==> config.mk <==
export PLATFORM = sky130hd
export DESIGN_NAME = data_mem_ctrl
export DESIGN_NICKNAME = d
export VERILOG_FILES = /design/src/rtl/data_mem_pkg.sv /design/src/rtl/mem_byte_lane.sv /design/src/rtl/data_mem_ctrl.sv
export SDC_FILE = /design/constraint.sdc
export NUM_CORES = 2
export LEC_CHECK = 0
export BUFFER_PORTS_ARGS = -buffer_cell sky130_fd_sc_hd__buf_2
export CAP_MARGIN = 20
export CORE_MARGIN = 10
export CORE_UTILIZATION = 55
export CTS_CLUSTER_DIAMETER = 50
export DETAILED_ROUTE_END_ITERATION = 16
export PLACE_DENSITY_LB_ADDON = 0.2
export SYNTH_ARGS = -nofsm -noshare
export SYNTH_HDL_FRONTEND = slang
export SYNTH_HIERARCHICAL = 1
export SYNTH_SLANG_ARGS = --single-unit
==> constraint.sdc <==
create_clock -name clk -period 6.5 [get_ports clk]
set_input_delay 0.325 -clock clk [delete_from_list [all_inputs] [get_ports clk]]
set_output_delay 0.325 -clock clk [all_outputs]
set_load 0.01 [all_outputs]
==> src/rtl/data_mem_pkg.sv <==
// Shared types and helpers for the data-memory controller: FSM states, access size,
// wait-counter width and the access fault rule.
package data_mem_pkg;

    typedef enum logic [1:0] {
        IDLE = 2'd0,
        WAIT = 2'd1,
        RESP = 2'd2
    } state_e;

    typedef enum logic {
        SZ_WORD = 1'b0,
        SZ_BYTE = 1'b1
    } access_size_e;

    localparam int WAIT_CNT_W = 4;

    // Word accesses must be lane-0 aligned; any access beyond the implemented depth faults.
    function automatic logic access_fault(
        input access_size_e size,
        input logic [1:0]   lane,
        input logic [31:0]  word_idx,
        input logic [31:0]  depth
    );
        return ((size == SZ_WORD) && (lane != 2'b00)) || (word_idx >= depth);
    endfunction

endpackage

==> src/rtl/mem_byte_lane.sv <==
// Byte-lane helper: merges a store byte into a word and extracts a zero-extended load byte.
// Purely combinational, no latency, no backpressure.
module mem_byte_lane #(
    parameter int DATA_W = 32
) (
    input  logic [DATA_W-1:0] word_i,
    input  logic [1:0]        lane_i,
    input  logic [7:0]        byte_i,
    output logic [DATA_W-1:0] merged_o,
    output logic [DATA_W-1:0] byte_zx_o
);

    localparam int LANES = DATA_W / 8;

    always_comb begin
        merged_o  = word_i;
        byte_zx_o = '0;
        for (int l = 0; l < LANES; l++) begin
            if (int'(lane_i) == l) begin
                merged_o[l*8 +: 8]  = byte_i;
                byte_zx_o[7:0]      = word_i[l*8 +: 8];
            end
        end
    end

endmodule

==> src/rtl/data_mem_ctrl.sv <==
// Data-memory controller: word/byte load-store with programmable wait states and fault flagging.
// Latency: ready_o one cycle after the edge WAIT_CYCLES past accept; throughput one access per WAIT_CYCLES+1.
// Backpressure: requests are ignored while in WAIT. DATA_MEM_DBG_PORT_EN adds a combinational debug read port.
module data_mem_ctrl
    import data_mem_pkg::*;
#(
    parameter int DATA_W      = 32,
    parameter int ADDR_W      = 8,
    parameter int DEPTH       = 64,
    parameter int WAIT_CYCLES = 1
) (
    input  logic              clk,
    input  logic              reset,
    input  logic              req_i,
    input  logic              we_i,
    input  logic              byte_i,
    input  logic [ADDR_W-1:0] addr_i,
    input  logic [DATA_W-1:0] wdata_i,
    output logic              ready_o,
    output logic [DATA_W-1:0] rdata_o,
    output logic              fault_o,
    output logic              busy_o
`ifdef DATA_MEM_DBG_PORT_EN
    ,
    input  logic [ADDR_W-3:0] dbg_addr_i,
    output logic [DATA_W-1:0] dbg_rdata_o
`endif
);

    localparam int IDX_W   = ADDR_W - 2;
    localparam int MEM_AW  = (DEPTH > 1) ? $clog2(DEPTH) : 1;
    localparam bit NO_WAIT = (WAIT_CYCLES == 0);
    localparam logic [WAIT_CNT_W-1:0] CNT_LOAD =
        (WAIT_CYCLES == 0) ? '0 : WAIT_CNT_W'(WAIT_CYCLES - 1);

    state_e                state_q, state_d;
    logic [WAIT_CNT_W-1:0] cnt_q, cnt_d;
    logic                  we_q, we_d;
    access_size_e          size_q, size_d;
    logic [ADDR_W-1:0]     addr_q, addr_d;
    logic [DATA_W-1:0]     wdata_q, wdata_d;
    logic                  ready_q, ready_d;
    logic                  fault_q, fault_d;
    logic [DATA_W-1:0]     rdata_q, rdata_d;

    logic                  accept;
    logic                  enter_resp;

    logic                  acc_we;
    access_size_e          acc_size;
    logic [ADDR_W-1:0]     acc_addr;
    logic [DATA_W-1:0]     acc_wdata;
    logic [IDX_W-1:0]      acc_idx;
    logic [1:0]            acc_lane;
    logic                  acc_fault;
    logic [MEM_AW-1:0]     mem_idx;
    logic [DATA_W-1:0]     mem_word;
    logic [DATA_W-1:0]     merged_word;
    logic [DATA_W-1:0]     load_byte;
    logic                  mem_we;

    logic [DATA_W-1:0]     mem [DEPTH];

    // With no wait states the access resolves on the accepting edge, so it uses the live request.
    assign acc_we    = NO_WAIT ? we_i : we_q;
    assign acc_size  = NO_WAIT ? (byte_i ? SZ_BYTE : SZ_WORD) : size_q;
    assign acc_addr  = NO_WAIT ? addr_i : addr_q;
    assign acc_wdata = NO_WAIT ? wdata_i : wdata_q;

    assign acc_idx   = acc_addr[ADDR_W-1:2];
    assign acc_lane  = acc_addr[1:0];
    assign acc_fault = access_fault(acc_size, acc_lane, 32'(acc_idx), 32'(DEPTH));
    assign mem_idx   = acc_addr[MEM_AW+1:2];
    assign mem_word  = mem[mem_idx];

    mem_byte_lane #(
        .DATA_W (DATA_W)
    ) u_lane (
        .word_i    (mem_word),
        .lane_i    (acc_lane),
        .byte_i    (acc_wdata[7:0]),
        .merged_o  (merged_word),
        .byte_zx_o (load_byte)
    );

    always_ff @(posedge clk or negedge reset) begin
        if (!reset) begin
            state_q <= IDLE;
            cnt_q   <= '0;
            we_q    <= 1'b0;
            size_q  <= SZ_WORD;
            addr_q  <= '0;
            wdata_q <= '0;
            ready_q <= 1'b0;
            fault_q <= 1'b0;
            rdata_q <= '0;
        end else begin
            state_q <= state_d;
            cnt_q   <= cnt_d;
            we_q    <= we_d;
            size_q  <= size_d;
            addr_q  <= addr_d;
            wdata_q <= wdata_d;
            ready_q <= ready_d;
            fault_q <= fault_d;
            rdata_q <= rdata_d;
        end
    end

    always_comb begin
        accept     = req_i && ((state_q == IDLE) || (state_q == RESP));
        enter_resp = 1'b0;
        state_d    = state_q;
        cnt_d      = cnt_q;
        case (state_q)
            IDLE, RESP: begin
                if (accept) begin
                    state_d    = NO_WAIT ? RESP : WAIT;
                    cnt_d      = CNT_LOAD;
                    enter_resp = NO_WAIT;
                end else begin
                    state_d = IDLE;
                end
            end
            WAIT: begin
                if (cnt_q == '0) begin
                    state_d    = RESP;
                    enter_resp = 1'b1;
                end else begin
                    cnt_d = cnt_q - 1'b1;
                end
            end
            default: begin
                state_d = IDLE;
                cnt_d   = '0;
            end
        endcase
    end

    always_comb begin
        busy_o  = (state_q != IDLE);
        we_d    = we_q;
        size_d  = size_q;
        addr_d  = addr_q;
        wdata_d = wdata_q;
        if (accept) begin
            we_d    = we_i;
            size_d  = byte_i ? SZ_BYTE : SZ_WORD;
            addr_d  = addr_i;
            wdata_d = wdata_i;
        end

        ready_d = enter_resp;
        fault_d = fault_q;
        rdata_d = rdata_q;
        if (enter_resp) begin
            fault_d = acc_fault;
            if (acc_fault) begin
                rdata_d = '0;
            end else if (!acc_we) begin
                rdata_d = (acc_size == SZ_BYTE) ? load_byte : mem_word;
            end
        end

        // Reset gating keeps a zero-wait access from committing while reset is held.
        mem_we = enter_resp && acc_we && !acc_fault && reset;
    end

    always_ff @(posedge clk) begin
        if (mem_we) begin
            mem[mem_idx] <= (acc_size == SZ_BYTE) ? merged_word : acc_wdata;
        end
    end

    assign ready_o = ready_q;
    assign rdata_o = rdata_q;
    assign fault_o = fault_q;

`ifdef DATA_MEM_DBG_PORT_EN
    logic [MEM_AW-1:0] dbg_idx;
    assign dbg_idx     = dbg_addr_i[MEM_AW-1:0];
    assign dbg_rdata_o = (32'(dbg_addr_i) >= 32'(DEPTH)) ? '0 : mem[dbg_idx];
`endif

endmodule

Word level (Yosys, flattened, before mapping)
Memories as Yosys holds them, arrays and structs flattened.
Cells that the tools add are included.
- add/subtract/negate cells: 1
- $mul: 0
- div/mod/pow operators: 0
- magnitude comparators: 0
- equal/unequal tests: 9
- shift operators: 0
- mux-type cells: 23
- bitwise operators: 1
- reduce and logical (&&, ||, !) cells: 15
- operators by type and width (operator ; count):
    $mux W32 ; 4
    $mux W8 ; 8
    $mux W4 ; 2
    $pmux W4 S2 ; 1
    $eq A2 B2 Y1 const B ; 3
    $mux W1 ; 6
    $ne A2 B2 Y1 const B ; 3
    $logic_and A1 B1 Y1 ; 5
    $eq A2 B1 Y1 const B ; 2
    $logic_not A2 Y1 ; 2
    $logic_not A4 Y1 ; 1
    $pmux W2 S2 ; 1
    $reduce_and A2 Y1 ; 2
    $reduce_bool A2 Y1 ; 2
    $sub A4 B1 Y4 const B ; 1
    $mux W2 ; 1
    $ne A2 B1 Y1 const B ; 1
    $reduce_or A2 Y1 ; 1
    $logic_not A1 Y1 ; 1
    $logic_or A1 B1 Y1 ; 1
    $not A1 Y1 ; 1
- flip-flop bits (word level): 82
- latch bits: 0
- RAM bits: 2048
- ROM bits: 0
- output and inout bits: 35
- memories: 1
- memory list (name ; words ; bits a word ; rd ports ; clocked after Yosys merged registers in ; wr ports ; line ; text):
    mem ; 64 ; 32 ; 1 ; 0 ; 1 ; data_mem_ctrl.sv:62 ; logic [DATA_W-1:0] mem [DEPTH];

Depth between registers and ports, before layout
- depth after elaboration: 8
- mapped depth: 14
- depth with buffers taken out: 8

By module
Netlist, hierarchy kept.
- modules (own cells, without submodules) (module ; instances ; cells an instance ; area an instance (um^2) ; sequential area each (um^2)):
    data_mem_ctrl ; 1 ; 4946 ; 83929.2 ; 63551.0
    mem_byte_lane ; 1 ; 73 ; 839.6 ; 0.0

Least setup slack after synthesis
Ideal clock, no wire load.
- kind: register -> register
- start: register addr_q[4], in the netlist acc_addr[4]
- end: memory mem[0][0] (enable)
- arrival time: 3580 ps
- data required time: 6079 ps
- path slack: 2499 ps
- stages on the path, launching flop included: 11
- buffers on the path: 7
- clock period less this slack: 4001 ps
- cells stage by stage: dfrtp_1 > buf_6 > buf_4 > buf_6 > buf_2 > buf_4 > buf_4 > buf_2 > nor4_1 > nand2_1 > nor2_1
- RTL lines (element ; line ; text):
    start, declared ; data_mem_ctrl.sv:40 ; logic [ADDR_W-1:0] addr_q, addr_d;
    start signal, assigned ; data_mem_ctrl.sv:102 ; addr_q <= addr_d;
    end, declared ; data_mem_ctrl.sv:62 ;
No word-level cell before the write port.

Worst setup path after layout
- start: register addr_q[6], in the netlist acc_addr[6]
- end: memory mem[10][16] (data pin)
- cells in the longest elaborated chain, start to end: 3
- RTL lines (element ; line ; text):
    $mem_v2 Z64 W32 ; n/a ;
    via mem_word[16] ; data_mem_ctrl.sv:57 ; logic [DATA_W-1:0] mem_word;
    $mux W8 ; mem_byte_lane.sv:19 ; if (int'(lane_i) == l) begin
    via merged_word[16] ; data_mem_ctrl.sv:58 ; logic [DATA_W-1:0] merged_word;
    $mux W32 ; data_mem_ctrl.sv:171 ; mem[mem_idx] <= (acc_size == SZ_BYTE) ? merged_word : acc_wdata;
The timed path passes the listed nets, and every way through them passes these cells.

==> results.ini <==
[clocking]
cts_buffers = 208
clockRootBuffer = clkbuf_16
cts_max_level = 4
cts.clk_slew.worst_paths_ns = 0.06
post_cts_buffers = 0
cts_sinks = 2130
clk_latency_ns = 0.85
post_cts_resized = 0
ctsLongestPathBuffers = 3
cts_tree = built

[power]
ir_drop_mv = 0.325
power_mw = 34.4
power_density_mw_per_mm2 = 358
power_leakage_nw = 30.9

[finish]
final_util_pct = 62.6
fin_cells = 7443
register_area_mm2 = 0.0636
fin_nets = 5261
num-fill-cells = 10807
design_area_mm2 = 0.0962
syn2layout_area_growth_pct = 13.5
multi_input_area_mm2 = 0.0196
drive_gt1_share_pct = 20.0

[sta]
rsz0062_at_grt = false
slew_violations = 0
min_period_ns = 5.37
fmax_mhz = 186
tns_ns = 0
fin_ws_ns = 1.13
whs_ns = -0.0136
hold_viol = 1
setup_viol = 0
final.setup_skew_ns = 0.0348
relSlewSlack_pct = 14.0
post-route-period-util_pct = 82.6
worst_pin_slew_ns = 1.29

[yosys]
syn_area_mm2 = 0.0848
ys.flop_type = edfxtp_1
synth_top_area_cell = edfxtp_1
synth-seq-cells = 2130
yosysMostFrequentCell = edfxtp_1
postSynth.asyncResetShare_pct = 3.85
syn_inst = 5019
synth-edff-count = 2048
synth_cell_types = 85
ys_warn_count = 6
avgSynthCellArea_um2 = 16.9
yosysSeqAreaShare_pct = 75.0
synth_top_area_share_pct = 72.5
synth_area_leaders = edfxtp_1 73%, a22oi_1 3.2%, dfrtp_1 2.4%, mux2_2 2.2%, mux2i_1 1.5%
synth_common_cells = 2048 x edfxtp_1, 359 x a22oi_1, 197 x a21oi_1

[worst_setup_path]
crit_arrival_ns = 5.85
worstSetupPathType = reg -> reg
crit_required_ns = 6.98
startpoint_type = register
worstPathMaxFanout = 64
critPathCaptureType = register

[floorplan]
dieArea_mm2 = 0.170
fp.dieH_um = 413
coreArea_mm2 = 0.154
ioPinCount = 80
die_width_um = 413
rows = 144
initial_utilization_pct = 55.2

[route]
via_per_inst = 7.14
drtAntennaViolNets = 0
routedLengthMet1_mm = 101
post_drt_wl_per_cell_um = 38.3
drc = 0
wl_met2_mm = 126
top_layer = met5
drt_wl_total_mm = 285
vias = 53140
dr.pass1.iters = 6
dr_wl_met3_mm = 38.7
initialDrtViolationCount = 9334

[status]
violations = hold timing
status = complete, but fails checks

[global_routing]
grt_first_pass_wirelength_mm = 393
grt_pass1_vias = 50156
antenna_found_initial = 8
grt_max_degree = 132
grt.overflow.total = 0
track_usage_pct = 32.8

[placement]
pre_cts_ws_ns = 1.34
dp.final_hpwl_mm = 175
io_buffer_count = 79
dpl_cell_area_mm2 = 0.0888
dp.cells = 6996
gp_congestion = 0.950

[flow_run]
cap_violations = 0

[min_path]
hold_class = in -> reg

[cells in the final DEF (no fill, tap or decap), types with 24 or more instances in the layout]
cell type / n
buf_2: 78
o22ai_1: 156
a21o_1: 54
or3b_2: 111
a211oi_1: 28
clkbuf_1: 45
edfxtp_1: 2048
buf_4: 198
nor2_1: 45
nor2_4: 66
nand2_1: 55
clkinv_1: 46
mux2_2: 164
nand2b_1: 29
o22a_1: 28
a22oi_1: 359
dlygate4sd3_1: 43
clkinv_2: 35
dfrtp_1: 76
nor3_1: 26
a221oi_1: 115
nand3_1: 116
mux2i_1: 127
buf_12: 61
a21oi_1: 197
o21ai_0: 41
conb_1: 24
clkbuf_16: 210
a22o_1: 145
a2111oi_0: 49
nand3b_1: 145
[kinds of logic (layout without fill, tap and decap cells)]
logic type | count (synthesis) | in the layout | synth area share, %
compound gates | 1344 | 1344 | 11.7
fa+ha+maj | 1 | 1 | 0.0148
buf+inv | 432 | 781 | 2.73
flops | 2130 | 2130 | 75.0
mux | 325 | 325 | 4.47
other cells | 1 | 32 | 0.00442
simple gates | 786 | 786 | 6.07
[report_power, final]
| group | leakage [nW] | switching (mW) | internal [mW] |
|---|---|---|---|
| clock | 3.31 | 5.17 | 6.91 |
| sequential | 19.5 | 0.243 | 16.5 |
| combinational | 8.12 | 4.05 | 1.53 |
[flip-flops by register name, indices dropped and copies added (netlist names), 2 cells and up]
register / count
cnt_q: 4
acc_addr: 8
acc_wdata: 32
mem: 2048
state_q: 2
rdata_o: 32
[per-layer routing]
layer / vias to the layer above / track usage (%)
met1: 26923 / 43.4
met2: 4259 / 48.2
met3: 873 / 9.96
met4: 8 / 19.2
li1: 21077 / -
met5: - / 0
[critical path: stages, from the launching register on]
cell,delay (ns)
dfrtp_2,0.57
buf_4,0.33
nand4_2,0.69
buf_4,0.33
a21oi_1,0.06
a2111oi_0,0.82
nand4_1,0.31
or4b_1,0.84
mux2_2,0.38
mux2_2,0.31
buf_4,0.31
[repair_timing]
action,in CTS,in global routing
setup endpoints to repair,0,0
endpoints found under the hold margin,79,0
hold buffers,43,0
[area by class of cell]
class	count	share of cell area, %
sequential	2130	66.1
timing repair buffer	387	3.79
multi-input combinational	2480	20.4
tap	2044	2.66
clock buffer	261	5.73
clock inverter	125	1.31
inverter	8	0.0325
antenna	8	0.0208
[path summary, 6_finish.rpt]
kind,from,endpoint,slack [ns],depth (start not counted)
min in group asynchronous,reset,rdata_o[7],0.08,2
worst max register to register,acc_addr[6],mem[10][16],1.13,10
max in group asynchronous,reset,acc_addr[3],5.13,3
worst max-delay path,acc_addr[6],mem[10][16],1.13,10
worst min-delay path,addr_i[4],acc_addr[4],-0.01,4
worst min register to register,fault_o,fault_o,0.49,2
Note: power is estimated with default switching activity, not from simulation.
